===== config.mk =====
export PLATFORM = sky130hd
export DESIGN_NAME = dcache_ctrl
export DESIGN_NICKNAME = d
export VERILOG_FILES = /design/src/rtl/dcache_ctrl.sv
export SDC_FILE = /design/constraint.sdc
export NUM_CORES = 1
export LEC_CHECK = 0
export CORE_ASPECT_RATIO = 1.75
export CORE_MARGIN = 4
export CORE_UTILIZATION = 40
export CTS_CLUSTER_DIAMETER = 100
export DETAILED_ROUTE_END_ITERATION = 10
export PLACE_DENSITY_LB_ADDON = 0.2
export SYNTH_ARGS = -nofsm -noshare
export SYNTH_HDL_FRONTEND = slang
export SYNTH_SLANG_ARGS = --single-unit

===== constraint.sdc =====
create_clock -name clk -period 16.7 [get_ports clk]
set_input_delay 1.67 -clock clk [delete_from_list [all_inputs] [get_ports clk]]
set_output_delay 1.67 -clock clk [all_outputs]
set_load 0.1 [all_outputs]

===== src/rtl/dcache_ctrl.sv =====
// dcache_ctrl: direct-mapped write-back data cache controller with a line-wide req/ack memory port.
// Hits are served combinationally in IDLE; misses stall the pipe through WRITEBACK/REFILL.
module dcache_ctrl #(
  parameter int INDEX_W   = 2,
  parameter int LINE_BITS = 128
) (
  input  logic                 clk,
  input  logic                 reset,
  input  logic                 MEM_R_EN,
  input  logic                 MEM_W_EN,
  input  logic                 is_byte,
  input  logic [31:0]          addr,
  input  logic [31:0]          wdata,
  output logic [31:0]          rdata,
  output logic                 block_pipe_data_cache,
  output logic                 mem_req,
  output logic                 mem_we,
  output logic [31:0]          mem_addr,
  output logic [LINE_BITS-1:0] mem_wline,
  input  logic [LINE_BITS-1:0] mem_rline,
  input  logic                 mem_ack
);
  localparam int LINES = 1 << INDEX_W;
  localparam int TAG_W = 28 - INDEX_W;
  typedef enum logic [1:0] {IDLE, WRITEBACK, REFILL} state_t;
  state_t               r_state;
  logic [LINES-1:0]     r_valid, r_dirty;
  logic [TAG_W-1:0]     r_tag  [LINES];
  logic [LINE_BITS-1:0] r_data [LINES];
  logic [TAG_W-1:0]     w_tag;
  logic [INDEX_W-1:0]   w_idx;
  logic [3:0]           w_off;
  logic                 w_req, w_hit, w_store_hit;
  logic [LINE_BITS-1:0] w_line, w_merged;
  logic [31:0]          w_word;
  logic [7:0]           w_byte;
  assign w_tag       = addr[31:4+INDEX_W];
  assign w_idx       = addr[3+INDEX_W:4];
  assign w_off       = addr[3:0];
  assign w_req       = MEM_R_EN | MEM_W_EN;
  assign w_hit       = r_valid[w_idx] && r_tag[w_idx] == w_tag;
  assign w_store_hit = r_state == IDLE && MEM_W_EN && w_hit;
  assign w_line      = r_data[w_idx];
  assign w_word      = w_line[{w_off[3:2], 5'b0} +: 32];
  assign w_byte      = w_line[{w_off, 3'b0} +: 8];
  always_comb begin
    w_merged = w_line;
    if (is_byte) w_merged[{w_off, 3'b0} +: 8] = wdata[7:0];
    else         w_merged[{w_off[3:2], 5'b0} +: 32] = wdata;
  end
  // reset gates the combinational outputs so nothing leaks while it is held
  assign block_pipe_data_cache = reset && (r_state != IDLE || (w_req && !w_hit));
  assign rdata     = (reset && r_state == IDLE && MEM_R_EN && !MEM_W_EN && w_hit) ?
                     (is_byte ? {24'b0, w_byte} : w_word) : '0;
  assign mem_req   = r_state != IDLE;
  assign mem_we    = r_state == WRITEBACK;
  assign mem_addr  = r_state == WRITEBACK ? {r_tag[w_idx], w_idx, 4'b0} :
                     r_state == REFILL    ? {w_tag, w_idx, 4'b0} : '0;
  assign mem_wline = r_state == WRITEBACK ? w_line : '0;
  always_ff @(posedge clk or negedge reset) begin
    if (!reset) begin
      r_state <= IDLE;
      r_valid <= '0;
      r_dirty <= '0;
    end else begin
      case (r_state)
        IDLE:
          if (w_req && !w_hit)
            r_state <= (r_valid[w_idx] && r_dirty[w_idx]) ? WRITEBACK : REFILL;
          else if (w_store_hit)
            r_dirty[w_idx] <= 1'b1;
        WRITEBACK:
          if (mem_ack) begin
            r_dirty[w_idx] <= 1'b0;
            r_state        <= REFILL;
          end
        REFILL:
          if (mem_ack) begin
            r_valid[w_idx] <= 1'b1;
            r_dirty[w_idx] <= 1'b0;
            r_state        <= IDLE;
          end
        default: r_state <= IDLE;
      endcase
    end
  end
  // line storage needs no reset: valid bits alone qualify its contents
  always_ff @(posedge clk) begin
    if (r_state == REFILL && mem_ack) begin
      r_data[w_idx] <= mem_rline;
      r_tag[w_idx]  <= w_tag;
    end else if (w_store_hit) begin
      r_data[w_idx] <= w_merged;
    end
  end
endmodule


==> impl_metrics.csv <==
group,metric,value,unit
status,status,"finished clean",
min_path,hold_class,"flip-flop to flip-flop",
timing,finalCritPeriodShare,0.5592,
die,die_w,223.2,µm
timing,maxSlewViolCount,0,
die,ios,393,
logic_synthesis,async_flop_share,0.01597,
setup_path,cp-startpoint,"addr[5]",
setup_path,start_kind,"input pin",
setup_path,timing.rr.start,"r_tag[3][20]",
die,die-area,85840,µm²
min_path,hold_start,"r_valid[1]",
routing,dr_wl_met3,10.98,mm
power,p_leak,13.18,nW
die,core,80050,µm²
routing,num_vias,22741,
logic_synthesis,synth_top_area_cell,"edfxtp_1",
logic_synthesis,yosysMostFrequentCell,"edfxtp_1",
global_route,grt_usage,0.2755,
die,die_h,384.6,µm
clocking,cts_setup_buffers,0,
placed_design,portBuffers,388,
routing,avgRoutedWirePerCell,34.47,µm
setup_path,slowest_delay,1.31,ns
finish,nets,2659,
clocking,clock_latency,0.67,ns
clocking,cts_buffer_depth,3,
routing,top_layer,"met5",
logic_synthesis,synthTopCellsByCount,"edfxtp_1, mux4_2, a21oi_1, nand2_1, and2_1",
global_route,grt_pass1_wl,171.1,mm
clocking,htreeDepth,2,
clocking,clk_pin_slew,0.07,ns
setup_path,worstPathRequired,15.03,ns
finish,final_cells,3543,
setup_path,ff2ff_path_depth,8,
power,power.total,4.907,mW
setup_path,rr_endpoint,"r_data[0][119]",
setup_path,path_class,"input pin to output pin",
timing,finalSetupTns,0,ns
setup_path,cp.depth,11,
routing,wl_met1,45.32,mm
placed_design,place_congestion,0.9316,
timing,fin_crit,9.338,ns
logic_synthesis,ys_top_cells_by_area,"edfxtp_1, mux4_2, mux2_4",
global_route,grt_pass1_vias,22711,
clocking,cts-root-buf,"clkbuf_16",
routing,drt-pass1-iter-count,8,
logic_synthesis,yosys_warnings,0,
power,power.density,125.5,nW/µm²
routing,via_per_inst,6.419,
finish,fin_util,0.4884,
finish,layout-drive-gt1-share,0.2004,
setup_path,endpoint,"rdata[6]",
routing,drc,0,
routing,wirelength,122.1,mm
setup_path,crit_family,"buffers and inverters",
die,rows,137,
timing,maxSlewHeadroom,0.1265,
routing,met2_length,58.72,mm
logic_synthesis,yosysSeqAreaShare,0.5783,
logic_synthesis,yosysUniqueCellTypes,61,
setup_path,crit_path_end_kind,"output pin",
timing,hold-worst-slack,0.4795,ns
finish,area_growth,20.60,%
logic_synthesis,synthCells,2129,
global_route,grt_max_degree,129,
logic_synthesis,synth_seq_cells,626,
setup_path,path_max_fanout,53,
global_route,antenna_found_initial,6,
clocking,post_cts_resize_count,0,
die,start_util,0.4050,
job,cap_violations,0,
timing,tightest_slew,1.304,ns
logic_synthesis,avgSynthCellArea,15.23,µm²
logic_synthesis,synth_area,32420,µm²
logic_synthesis,synthDominantCellAreaShare,0.5706,
placed_design,place_hpwl,84.30,mm
setup_path,r2r_slack,11.80,ns
placed_design,dp_cells,3431,
setup_path,arrival,7.67,ns
timing,final_hold_viol_count,0,
global_route,grt_overflow,0,
logic_synthesis,synth_edf_count,616,
power,ir_drop,135.1,µV
setup_path,crit_chain,"buf_6 > buf_4 > buf_4 > mux2i_1 > xnor2_1 > o21ai_0 > o211ai_1 > nor4_2 > nand3_1 > a2111oi_0 > clkdlybuf4s50_1",
setup_path,cp_slowest_cell,"clkdlybuf4s50_1",
clocking,clock-sinks,626,
logic_synthesis,synth_flop_cell,"edfxtp_1",
clocking,cts_tree,"built",
routing,first_iter_violations,2936,
clocking,cts_buffers,59,
timing,rsz0062_at_grt,"no",
timing,finalClockSkew,0.04330,ns
setup_path,path_buf_inv,4,
clocking,hold_buffers,0,
timing,fmax,107.1,MHz
routing,postRouteAntennaNets,0,
setup_path,worst_path_most_repeated_cell,"buf_4",
timing,setup_violations,0,
[per-layer routing]
metal / track usage / up-vias
li1: - / 9232
met1: 0.3494 / 11617
met2: 0.4549 / 1586
met3: 0.05574 / 300
met4: 0.1306 / 6
met5: 0 / -
[worst reg2reg max path: stages, from the launching register on]
cell and delay, ns:
edfxtp_1 0.35, mux4_2 0.49, xnor2_1 0.31, and4_1 0.30
o211ai_1 0.12, nor4_2 0.49, nand4_1 0.51, a21oi_4 1.01
buf_4 0.88
[cell families (layout without fill, tap and decap cells)]
| logic type | count (synthesis) | after routing | share of synthesized area |
|---|---|---|---|
| AOI/OAI and AO/OA | 420 | 420 | 0.08858 |
| xor gates and xnor gates | 25 | 25 | 0.006754 |
| adders and majority gates | 11 | 11 | 0.004245 |
| buffers and inverters | 195 | 563 | 0.03149 |
| DFF | 626 | 626 | 0.5783 |
| muxes | 404 | 404 | 0.2206 |
| other | 1 | 5 | 0.0001157 |
| and+or+nand+nor | 447 | 447 | 0.06986 |
[sequential cells by signal, indices dropped and copies added, names as in the netlist, named ones only]
name,flops
r_state,2
r_data,512
r_tag,104
r_valid,4
[worst min-delay path by stage]
stage / end / cells after the start
finish: r_valid[1] / 1
global route: r_valid[1] / 1
CTS: r_valid[0] / 1
detailed placement: r_valid[0] / 1
global placement: r_valid[2] / 1
floorplan: r_valid[2] / 1
[stage by stage]
| stage | instance area, µm² | setup slack, ns |
|---|---|---|
| finish | 39100 | 7.362 |
| detailed placement | 37140 | 7.498 |
| CTS | 39100 | 7.495 |
| global placement | 37140 | 7.649 |
| floorplan | 32430 | 6.385 |
| global route | 39100 | 7.130 |
[cell type report]
| cell class | instances | area (µm²) |
|---|---|---|
| antenna | 1 | 2.502 |
| clock buffer | 68 | 1553 |
| clock inverter | 43 | 405.4 |
| fill | 6853 | 40950 |
| inverter | 20 | 75.07 |
| multi-input combinational | 1311 | 12770 |
| sequential | 626 | 18750 |
| tap | 1042 | 1304 |
| timing repair buffer | 432 | 4237 |
[report_power, final]
group	total, mW	internal [mW]	switching (mW)
logic	1.65	0.431	1.21
registers	1.88	1.85	0.0264
clock network	1.38	0.765	0.618
[layout by cell type (no fill, tap or decap), drive strengths merged, types with 7 or more instances in the layout]
| master | n |
|---|---|
| inv | 27 |
| o22ai | 7 |
| a2111oi | 7 |
| edfxtp | 616 |
| dfrtp | 10 |
| a31oi | 29 |
| buf | 46 |
| nor3 | 19 |
| o21ai | 8 |
| xnor2 | 21 |
| a221oi | 129 |
| clkbuf | 69 |
| ha | 11 |
| clkdlybuf4s50 | 385 |
| nand4 | 16 |
| mux2i | 73 |
| mux2 | 132 |
| nor2 | 93 |
| a32o | 8 |
| mux4 | 199 |
| nor2b | 25 |
| a21oi | 184 |
| a22o | 17 |
| nand2 | 132 |
| clkinv | 27 |
| nand3 | 10 |
| and2 | 130 |
(Power assumes the default switching activity.)
